### config.mk
export PLATFORM = sky130hd
export DESIGN_NAME = instruction_sequencer
export DESIGN_NICKNAME = d
export VERILOG_FILES = /design/src/rtl/instruction_sequencer.sv
export SDC_FILE = /design/constraint.sdc
export NUM_CORES = 1
export LEC_CHECK = 0
export CAP_MARGIN = 5
export CELL_PAD_IN_SITES_DETAIL_PLACEMENT = 1
export CELL_PAD_IN_SITES_GLOBAL_PLACEMENT = 1
export CORE_MARGIN = 2
export CORE_UTILIZATION = 38
export CTS_BUF_LIST = sky130_fd_sc_hd__clkbuf_16
export CTS_CLUSTER_SIZE = 12
export DETAILED_ROUTE_END_ITERATION = 8
export PLACE_DENSITY = 0.91
export SETUP_SLACK_MARGIN = 0.5
export SYNTH_ARGS = -nofsm -noshare
export SYNTH_HDL_FRONTEND = slang
export SYNTH_SLANG_ARGS = --single-unit
### constraint.sdc
create_clock -name CLOCK -period 10.2 [get_ports CLOCK]
set_clock_uncertainty 0.2 [all_clocks]
set_input_delay 3.06 -clock CLOCK [delete_from_list [all_inputs] [get_ports CLOCK]]
set_output_delay 3.06 -clock CLOCK [all_outputs]
set_load 0.005 [all_outputs]
### src/rtl/instruction_sequencer.sv
// Fetch/sequence front end of the 16-bit SIMPLE core: owns PC and IR, fetches over a
// req/ack port, steps the five phases P1..P5 and resolves branches and HLT at writeback.
module instruction_sequencer #(
    parameter logic [15:0] RESET_PC = 16'h0000,
    parameter int          CNT_W    = 32
) (
    input  logic             CLOCK,
    input  logic             RESET,
    output logic             imem_req,
    output logic [15:0]      imem_addr,
    input  logic             imem_ack,
    input  logic [15:0]      imem_rdata,
    input  logic             dmem_busy,
    input  logic [3:0]       SZCV,
    input  logic             run,
    output logic [15:0]      COMMAND,
    output logic [15:0]      PC,
    output logic [4:0]       phase,
    output logic             halted,
    output logic [CNT_W-1:0] retired
);

    typedef enum logic [2:0] {
        S_FETCH, S_DEC, S_EXE, S_MEM, S_WB, S_HALT
    } state_t;

    state_t           state_q, state_d;
    logic [15:0]      pc_q, pc_d;
    logic [15:0]      ir_q, ir_d;
    logic [CNT_W-1:0] ret_q, ret_d;

    logic        is_hlt, is_b, is_bcc, cond_ok, take;
    logic        flag_s, flag_z, flag_v;
    logic [15:0] disp;

    // Carry is not used by any branch condition.
    logic unused_carry;
    assign unused_carry = SZCV[1];

    assign flag_s = SZCV[3];
    assign flag_z = SZCV[2];
    assign flag_v = SZCV[0];

    assign is_hlt = (ir_q[15:14] == 2'b11) && (ir_q[7:4] == 4'hF);
    assign is_b   = (ir_q[15:11] == 5'b10100);
    assign is_bcc = (ir_q[15:11] == 5'b10111);
    assign disp   = {{8{ir_q[7]}}, ir_q[7:0]};

    always_comb begin
        cond_ok = 1'b0;
        case (ir_q[10:8])
            3'b000:  cond_ok = flag_z;
            3'b001:  cond_ok = flag_s ^ flag_v;
            3'b010:  cond_ok = flag_z | (flag_s ^ flag_v);
            3'b011:  cond_ok = ~flag_z;
            default: cond_ok = 1'b0;
        endcase
    end

    assign take = is_b | (is_bcc & cond_ok);

    always_comb begin
        state_d = state_q;
        pc_d    = pc_q;
        ir_d    = ir_q;
        ret_d   = ret_q;
        case (state_q)
            S_FETCH: if (imem_ack) begin
                ir_d    = imem_rdata;
                state_d = S_DEC;
            end
            S_DEC: state_d = S_EXE;
            S_EXE: state_d = S_MEM;
            S_MEM: if (!dmem_busy) state_d = S_WB;
            S_WB: begin
                ret_d   = ret_q + CNT_W'(1);
                pc_d    = take ? (pc_q + 16'd1 + disp) : (pc_q + 16'd1);
                state_d = is_hlt ? S_HALT : S_FETCH;
            end
            S_HALT: if (run) state_d = S_FETCH;
            default: state_d = S_FETCH;
        endcase
    end

    always_ff @(posedge CLOCK) begin
        if (!RESET) begin
            state_q <= S_FETCH;
            pc_q    <= RESET_PC;
            ir_q    <= 16'h0000;
            ret_q   <= '0;
        end else begin
            state_q <= state_d;
            pc_q    <= pc_d;
            ir_q    <= ir_d;
            ret_q   <= ret_d;
        end
    end

    // Outputs are masked while reset is held so nothing downstream sees a stray fetch.
    always_comb begin
        phase = 5'b00000;
        if (RESET) begin
            case (state_q)
                S_FETCH: phase = 5'b00001;
                S_DEC:   phase = 5'b00010;
                S_EXE:   phase = 5'b00100;
                S_MEM:   phase = 5'b01000;
                S_WB:    phase = 5'b10000;
                default: phase = 5'b00000;
            endcase
        end
    end

    assign imem_req  = (state_q == S_FETCH) & RESET;
    assign imem_addr = pc_q;
    assign halted    = (state_q == S_HALT) & RESET;
    assign COMMAND   = ir_q;
    assign PC        = pc_q;
    assign retired   = ret_q;

endmodule

==> results of run 1 <==
==> final cells by class <==
type,count,area (µm²),area share [%]
Tap cell,140,175,3.16
Inverter,8,30.0,0.542
Clock inverter,7,105,1.90
Timing Repair Buffer,112,1120,20.1
Sequential cell,67,1340,24.2
Multi-Input combinational cell,412,2550,46.0
Clock buffer,9,225,4.06
==> cell usage in the layout (no fill, tap or decap), types with 7 or more instances in the layout <==
| cell | n |
|---|---|
| a21oi_1 | 51 |
| xor2_1 | 29 |
| o21ai_0 | 31 |
| inv_1 | 7 |
| clkdlybuf4s50_1 | 110 |
| nor2_1 | 48 |
| clkbuf_16 | 9 |
| xnor2_1 | 25 |
| nand4_1 | 10 |
| a31oi_1 | 8 |
| nand3_1 | 14 |
| dfxtp_1 | 67 |
| nor3_1 | 18 |
| ha_1 | 21 |
| nand2_1 | 80 |
==> cell usage after synthesis (all sizes together), types with 12 or more instances <==
library cell,instances,share of area (%)
a21oi,52,6.3
xnor2,25,5.3
nand4,12,2.1
clkbuf,15,1.4
nand2,80,7.3
nand3,16,2.4
nor3,19,2.4
nor2,48,4.4
ha,21,6.4
buf,22,3.7
xor2,29,6.2
dfxtp,67,33
o21ai,31,3.8
==> layer usage <==
metal	up-vias	GRT usage (%)	routed length, µm
met1	2052	26.3	5470
li1	1992	-	-
met5	-	0	0
met3	24	4.94	687
met2	129	43.7	7060
met4	0	8.79	278
==> state kept, by name, indices dropped and copies added (netlist names) <==
name and cells:
retired 32, PC 16, state_q 3, COMMAND 16
==> report_power, final <==
group | switching [W] | leakage (nW) | internal, W | total [W]
clock | 0.000136 | 0.159 | 0.000219 | 0.000355
sequential | 0.0000383 | 0.543 | 0.000280 | 0.000319
combinational | 0.0000952 | 1.33 | 0.0000966 | 0.000192
==> critical path, delay by kind of cell <==
kind                   cells  cell delay [ns]
AND/OR/NAND/NOR            1             0.33
buffers and inverters      3             1.49
==> worst min-delay path by stage <==
| stage | start | to | slack (ns) | depth (start not counted) |
|---|---|---|---|---|
| after global routing | COMMAND[10] | COMMAND[10] | 0.31 | 2 |
| after detailed placement | COMMAND[10] | COMMAND[10] | 0.27 | 2 |
| after floorplan | COMMAND[10] | COMMAND[10] | 0.26 | 2 |
| after global placement | COMMAND[10] | COMMAND[10] | 0.26 | 2 |
| after CTS | COMMAND[0] | COMMAND[0] | 0.28 | 2 |
| final | COMMAND[10] | COMMAND[10] | 0.28 | 2 |
==> through the flow <==
step | setup WS [ns] | util (%) | total power, W | cell area [µm²] | std cells
after CTS | 2.04 | 51.8 | 0.000866 | 5540 | 755
after floorplan | 3.19 | - | 0.000427 | 4120 | 524
final | 2.05 | 51.8 | 0.000865 | 5540 | 755
after global routing | 1.95 | 51.8 | 0.000902 | 5540 | 755
after global placement | 2.11 | 48.7 | 0.000500 | 5210 | 739
after detailed placement | 2.04 | 48.7 | 0.000511 | 5210 | 739
==> kinds of logic (layout without fill, tap and decap cells) <==
kind of cell,after synthesis,after routing
AO/OA/AOI/OAI,113,113
XOR/XNOR,54,54
adder cells (fa/ha/maj),22,22
buffers and inverters,45,136
flip-flops,67,67
multiplexers,1,1
AND/OR/NAND/NOR,222,222
==> impl_metrics.tcl, run 1 <==
set metrics [dict create \
    drc_errors 0 \
    antenna_found_initial 0 \
    cts.sinks 67 \
    syn_inst 524 \
    hpwlAfterDp_mm 9.39 \
    syn2layout_area_growth_pct 34.5 \
    grt_pass1_vias 4353 \
    hp-class "reg -> reg" \
    ys_ff_latch 67 \
    async_flop_share_pct 0 \
    clkTransAtPathRegs_ns 0.06 \
    htreeDepth 3 \
    worst_path_max_delay_cell "clkdlybuf4s50_1" \
    cts_tree "yes" \
    yosys.area_share.adder_pct 6.86 \
    synth_xor_area_share_pct 11.5 \
    status "complete, no violations" \
    drt-initial-drc-count 225 \
    grt.overflow.total 0 \
    synth_top_family_by_area "simple AND/OR/NAND/NOR gates" \
    drt-wirelength-per-cell_um 17.9 \
    port_buffers 110 \
    clk_latency_ns 0.34 \
    postCtsSetupBuffers 0 \
    drive_above_1_share_pct 4.88 \
    r2r_slack_ns 6.06 \
    vias 4197 \
    yosysUniqueCellTypes 56 \
    critPathLaunch "RESET" \
    yosysSeqAreaShare_pct 32.5 \
    pin_count 112 \
    synth_mux_area_share_pct 0.243 \
    drt_first_pass_iters 4 \
    cts.path.max_buffers 2 \
    ant_nets 0 \
    cts_hold_buf 0 \
    ys.flop_type "dfxtp_1" \
    core_mm2 0.0107 \
    reg2reg_depth 13 \
    num_rows 38 \
    ys_warn_count 0 \
    timing.final.max_slew_violations 0 \
    hold-worst-slack_ns 0.276 \
    avgSynthCellArea_um2 7.87 \
    cts_root_buf "clkbuf_16" \
    num-fill-cells 1297 \
    max_stage_delay_ns 0.84 \
    syn_area_mm2 0.00412 \
    dieArea_mm2 0.0117 \
    routed_wl_mm 13.5 \
    syn_nets 571 \
    reg2reg_from "PC[0]" \
    grt_max_degree 60 \
    grt_first_pass_wirelength_mm 21.7 \
    antenna_cells_inserted 0 \
    via_per_inst 5.56 \
    crit_path_end "phase[4]" \
    grt_util_all_layers_pct 23.5 \
    endpoint_kind "primary output" \
    place.gp.congestion 0.936 \
    powerDensity_mw_per_mm2 156 \
    path_cells "clkdlybuf4s50_1 > inv_2 > nor2_1 > clkdlybuf4s50_1" \
    hold_viol 0 \
    tns_ns 0 \
    p_leak_nw 2.03 \
    die_h_um 108 \
    timing.rr.end "PC[15]" \
    numCtsBuffers 9 \
    critPathLaunchType "input pin" \
    path_common_cell "clkdlybuf4s50_1" \
    max_slew_margin_pct 28.5 \
    max_freq_mhz 123 \
    crit_fanout 14 \
    required_ns 6.94 \
    rsz0062_at_grt "no" \
    fin_crit_sh_pct 79.9 \
    setup_viol 0 \
    fin_crit_ns 8.15 \
    start_util_pct 38.5 \
    vdd_drop_max_uv 89.9 \
    synth_compound_area_share_pct 15.6 \
    die_w_um 108 \
    fin_nets 657 \
    crit_arrival_ns 4.89 \
    path_class "in -> out" \
    maxCapViolations 0 \
    worst_slew_pin_slew_ns 1.07 \
    ctsResizeCount 0 \
    synthSimpleGateAreaFrac_pct 27.5 \
    synth_edf_count 0 \
]
(Power assumes the default switching activity.)
==> inputs of run 2 (changes only) <==
--- a/config.mk
+++ b/config.mk
@@ -9,11 +9,11 @@
 export CELL_PAD_IN_SITES_DETAIL_PLACEMENT = 1
 export CELL_PAD_IN_SITES_GLOBAL_PLACEMENT = 1
 export CORE_MARGIN = 2
-export CORE_UTILIZATION = 38
+export CORE_UTILIZATION = 35
 export CTS_BUF_LIST = sky130_fd_sc_hd__clkbuf_16
 export CTS_CLUSTER_SIZE = 12
 export DETAILED_ROUTE_END_ITERATION = 8
-export PLACE_DENSITY = 0.91
+export PLACE_DENSITY = 0.85
 export SETUP_SLACK_MARGIN = 0.5
 export SYNTH_ARGS = -nofsm -noshare
 export SYNTH_HDL_FRONTEND = slang
==> constraint.sdc (replaced) <==
create_clock -name CLOCK -period 8.5 [get_ports CLOCK]
set_clock_uncertainty 0.2 [all_clocks]
set_input_delay 2.55 -clock CLOCK [delete_from_list [all_inputs] [get_ports CLOCK]]
set_output_delay 2.55 -clock CLOCK [all_outputs]
set_load 0.005 [all_outputs]
==> impl_metrics.tcl, run 2 (synthesized netlist as in run 1, its figures left out) <==
set metrics [dict create \
    status "complete, no violations" \
    drive_above_1_share_pct 4.72 \
    postCtsSetupBuffers 0 \
    grt_first_pass_wirelength_mm 21.6 \
    vdd_drop_max_uv 140 \
    path_class "in -> out" \
    max_slew_margin_pct 28.7 \
    clkTransAtPathRegs_ns 0.05 \
    endpoint_kind "primary output" \
    port_buffers 110 \
    die_h_um 113 \
    ctsResizeCount 0 \
    cts.path.max_buffers 2 \
    cts_hold_buf 0 \
    path_common_cell "clkdlybuf4s50_1" \
    fin_crit_sh_pct 84.0 \
    drc_errors 0 \
    dieArea_mm2 0.0127 \
    grt_pass1_vias 4479 \
    final_common_cell "clkdlybuf4s50_1" \
    cts_root_buf "clkbuf_16" \
    worst_path_max_delay_cell "clkdlybuf4s50_1" \
    cts_tree "yes" \
    syn2layout_area_growth_pct 34.9 \
    crit_arrival_ns 4.39 \
    multi_input_area_mm2 0.00255 \
    antenna_found_initial 0 \
    placed_cells 742 \
    worst_slew_pin_slew_ns 1.07 \
    fin_crit_ns 7.14 \
    critPathLaunchType "input pin" \
    place.gp.congestion 0.836 \
    htreeDepth 3 \
    powerDensity_mw_per_mm2 187 \
    num-fill-cells 1379 \
    start_util_pct 35.9 \
    drt-wirelength-per-cell_um 17.0 \
    required_ns 5.75 \
    rsz0062_at_grt "no" \
    ant_nets 0 \
    drt_first_pass_iters 4 \
    use_met2_pct 37.8 \
    grtUsageMet1_pct 24.1 \
    clk_latency_ns 0.34 \
    max_stage_delay_ns 0.90 \
    cts.sinks 67 \
    fin_util_pct 48.5 \
    cp_top_family "buffers and inverters" \
    hold_viol 0 \
    hp-class "reg -> reg" \
    register_area_mm2 0.00134 \
    maxCapViolations 0 \
    vias 4136 \
    layout_common_cells "clkdlybuf4s50_1 (110), nand2_1 (80), dfxtp_1 (67)" \
    hpwlAfterDp_mm 9.28 \
    largest_reg_flops 32 \
    stdcell_count 758 \
    core_mm2 0.0115 \
    numCtsBuffers 9 \
    timing.final.max_slew_violations 0 \
    grt.overflow.total 0 \
    antenna_cells_inserted 0 \
    fin_nets 657 \
    max_freq_mhz 140 \
    pin_count 112 \
    grt-busiest-layer "met2" \
    via_per_inst 5.46 \
    crit_fanout 14 \
    num_rows 39 \
    die_w_um 113 \
    path_cells "clkdlybuf4s50_1 > nand2b_1 > nor3_1 > clkdlybuf4s50_1" \
    use_met3_pct 6.26 \
    routed_wl_mm 12.9 \
    drt-initial-drc-count 150 \
    r2r_slack_ns 4.26 \
    p_leak_nw 2.04 \
    tns_ns 0 \
    grt_util_all_layers_pct 21.0 \
    grt_max_degree 60 \
    worst-path-buf-inv 2 \
    setup_viol 0 \
]
run 2: cell types whose count changed in the layout (fill, tap and decap cells not counted), sizes merged:
cell,change
clkinvlp,-1
bufinv,+1
inv,-4
clkinv,+4
run 2: stage by stage:
stage | cell area [µm²] | total power [W] | hold slack [ns] | worst slack, ns
6_report | 5560 | 0.00104 | 0.298 | 1.36
3_3_place_gp | 5220 | 0.000601 | 0.268 | 1.43
2_1_floorplan | 4120 | 0.000512 | 0.260 | 2.51
3_5_place_dp | 5220 | 0.000614 | 0.274 | 1.37
4_1_cts | 5560 | 0.00105 | 0.298 | 1.36
5_1_grt | 5560 | 0.00109 | 0.313 | 1.21
run 2: where the power goes:
group | switching [W] | leakage, nW | internal (W)
registers | 0.0000460 | 0.543 | 0.000337
logic | 0.000110 | 1.33 | 0.000116
clock network | 0.000148 | 0.167 | 0.000286
run 2: area by class of cell:
class	instances	area share, %
clock buffers	9	4.05
clock inverters	7	2.09
inverters	8	0.540
multi-input cells	412	45.9
flip-flops and latches	67	24.1
well taps	143	3.22
repair buffers	112	20.1
run 2: worst register-to-register path, stage by stage (launching register included):
cell,delay (ns)
dfxtp_1,0.50
ha_1,0.30
nand3_1,0.20
nor3_1,0.53
and4_1,0.28
xor2_1,0.26
ha_1,0.37
a21oi_1,0.27
o21ai_0,0.21
nor2_1,0.15
or4b_1,0.45
nand3_1,0.12
a211o_1,0.12
o2111ai_1,0.11
run 2: final timing paths:
path                                    end  cells after the start   startpoint
worst min register to register  COMMAND[15]                      2  COMMAND[15]
worst min-delay path            COMMAND[15]                      2  COMMAND[15]
worst max-delay path               phase[0]                      4        RESET
worst max register to register       PC[15]                     13        PC[0]
run 2: metal layers:
| layer | vias up | wire length, µm |
|---|---|---|
| met1 | 2024 | 5360 |
| met2 | 106 | 6630 |
| met4 | 0 | 221 |
| li1 | 1986 | - |
| met5 | - | 0 |
| met3 | 20 | 681 |
==> inputs of run 3 (changes only) <==
--- a/config.mk
+++ b/config.mk
@@ -9,11 +9,11 @@
 export CELL_PAD_IN_SITES_DETAIL_PLACEMENT = 1
 export CELL_PAD_IN_SITES_GLOBAL_PLACEMENT = 1
 export CORE_MARGIN = 2
-export CORE_UTILIZATION = 35
+export CORE_UTILIZATION = 32
 export CTS_BUF_LIST = sky130_fd_sc_hd__clkbuf_16
 export CTS_CLUSTER_SIZE = 12
 export DETAILED_ROUTE_END_ITERATION = 8
-export PLACE_DENSITY = 0.85
+export PLACE_DENSITY = 0.82
 export SETUP_SLACK_MARGIN = 0.5
 export SYNTH_ARGS = -nofsm -noshare
 export SYNTH_HDL_FRONTEND = slang
==> constraint.sdc (replaced) <==
create_clock -name CLOCK -period 6 [get_ports CLOCK]
set_clock_uncertainty 0.2 [all_clocks]
set_input_delay 1.8 -clock CLOCK [delete_from_list [all_inputs] [get_ports CLOCK]]
set_output_delay 1.8 -clock CLOCK [all_outputs]
set_load 0.005 [all_outputs]
==> impl_metrics.tcl, run 3 (synthesized netlist as in run 1, its figures left out) <==
set metrics [dict create \
    numCtsBuffers 9 \
    hold-worst-slack_ns 0.294 \
    final_common_cell "clkdlybuf4s50_1" \
    pin_count 112 \
    largest_reg_flops 32 \
    grt_util_all_layers_pct 19.4 \
    clkTransAtPathRegs_ns 0.06 \
    drt-initial-drc-count 148 \
    drc_errors 0 \
    crit_fanout 4 \
    crit_arrival_ns 3.34 \
    combPwrFrac_pct 22.5 \
    port_buffers 110 \
    path_class "in -> out" \
    pwr-share-clk_pct 39.5 \
    antenna_found_initial 0 \
    timing.rr.end "PC[15]" \
    reg2reg_from "PC[0]" \
    whs_path_depth 2 \
    timing.final.max_slew_violations 0 \
    drt_first_pass_iters 4 \
    vdd_drop_max_uv 151 \
    start_util_pct 32.7 \
    syn2layout_area_growth_pct 35.4 \
    postCtsSetupBuffers 0 \
    status "complete, no violations" \
    htreeDepth 3 \
    place_area_mm2 0.00527 \
    seqPwrFrac_pct 38.0 \
    max_freq_mhz 187 \
    grt_pass1_vias 4329 \
    holdPathEnd "COMMAND[0]" \
    ant_nets 0 \
    num_rows 41 \
    worst_slew_pin_slew_ns 1.04 \
    grt_first_pass_wirelength_mm 21.7 \
    layout_common_cells "clkdlybuf4s50_1 (110), nand2_1 (80), dfxtp_1 (67)" \
    tns_ns 0 \
    cts.path.max_buffers 2 \
    cts_tree "yes" \
    cts.sinks 67 \
    internal_power_w 0.000972 \
    routed_wl_mm 13.0 \
    maxCapViolations 0 \
    max_slew_margin_pct 30.4 \
    clk_latency_ns 0.35 \
    path_common_cell "clkdlybuf4s50_1" \
    die_h_um 117 \
    powerDensity_mw_per_mm2 255 \
    p_leak_nw 2.03 \
    r2r_slack_ns 1.77 \
    final_area_mm2 0.00558 \
    via_per_inst 5.25 \
    hold_viol 0 \
    fin_nets 659 \
    hp-class "reg -> reg" \
    rsz0062_at_grt "no" \
    fin_crit_sh_pct 88.9 \
    worst_path_max_delay_cell "clkdlybuf4s50_1" \
    vias 4142 \
    die_w_um 117 \
    dieArea_mm2 0.0138 \
    required_ns 4.00 \
    setup_viol 0 \
    max_stage_delay_ns 0.64 \
    fin_crit_ns 5.34 \
    p_sw_w 0.000453 \
    path_cells "clkdlybuf4s50_1 > nand2b_1 > nor3_1 > clkdlybuf4s50_1" \
    antenna_cells_inserted 0 \
    hp-start "COMMAND[0]" \
    grt_max_degree 60 \
    critPathLaunchType "input pin" \
    drt-wirelength-per-cell_um 16.5 \
    swShare_pct 31.8 \
    ctsResizeCount 0 \
    endpoint_kind "primary output" \
    core_mm2 0.0126 \
    cts_root_buf "clkbuf_16" \
    reg2reg_depth 13 \
    place.gp.congestion 0.889 \
    cts_hold_buf 0 \
    hpwlAfterDp_mm 9.37 \
    grt.overflow.total 0 \
    drive_above_1_share_pct 5.19 \
]
run 3: cell count changes in the layout (fill, tap and decap cells not counted):
cell | before | now
buf_4 | 2 | 4
bufinv_16 | 3 | 1
clkinvlp_4 | 0 | 2
inv_8 | 0 | 2
clkinv_1 | 1 | 0
clkinv_2 | 1 | 0
clkinv_4 | 2 | 1
inv_6 | 0 | 1
run 3: layout make-up:
class | instances | area, µm²
Fill cell | 1550 | 7040
Tap cell | 172 | 215
Clock inverter | 7 | 85.1
Inverter | 8 | 30.0
Timing Repair Buffer | 114 | 1130
Clock buffer | 9 | 225
Sequential cell | 67 | 1340
Multi-Input combinational cell | 412 | 2550
run 3: per-layer routing:
metal,vias up,global-route usage [%],wire length (µm)
li1,2006,-,-
met1,2022,22.6,5660
met2,96,34.8,6550
met3,18,4.46,594
met4,0,6.48,201
met5,-,0,0
run 3: how the worst max path moves through the flow:
| stage | start | to | slack, ns | cells after the start |
|---|---|---|---|---|
| after floorplan | RESET | phase[0] | 1.51 | 4 |
| after global placement | RESET | phase[0] | 0.69 | 4 |
| after detailed placement | RESET | imem_req | 0.65 | 4 |
| after CTS | RESET | imem_req | 0.65 | 4 |
| after global routing | RESET | phase[0] | 0.55 | 4 |
| final | RESET | imem_req | 0.66 | 4 |
run 3: worst max-delay path, delay by kind of cell:
| family | cells | cell delay [ns] |
|---|---|---|
| AND/OR/NAND/NOR | 2 | 0.35 |
| buffers and inverters | 2 | 1.19 |
run 3: metrics by stage:
| stage | worst slack [ns] | utilization [%] | total power (W) | cells |
|---|---|---|---|---|
| CTS | 0.648 | 44.2 | 0.00144 | 789 |
| global placement | 0.691 | 41.8 | 0.000855 | 773 |
| finish | 0.664 | 44.2 | 0.00142 | 789 |
| detailed placement | 0.654 | 41.8 | 0.000872 | 773 |
| floorplan | 1.51 | - | 0.000725 | 524 |
| global route | 0.554 | 44.2 | 0.00150 | 789 |
run 3: power groups by stage:
stage	Combinational, W	Clock [W]	Sequential [W]
floorplan	0.000200	0	0.000526
global placement	0.000307	0	0.000548
detailed placement	0.000321	0	0.000551
CTS	0.000325	0.000573	0.000542
global route	0.000356	0.000595	0.000550
finish	0.000320	0.000563	0.000542
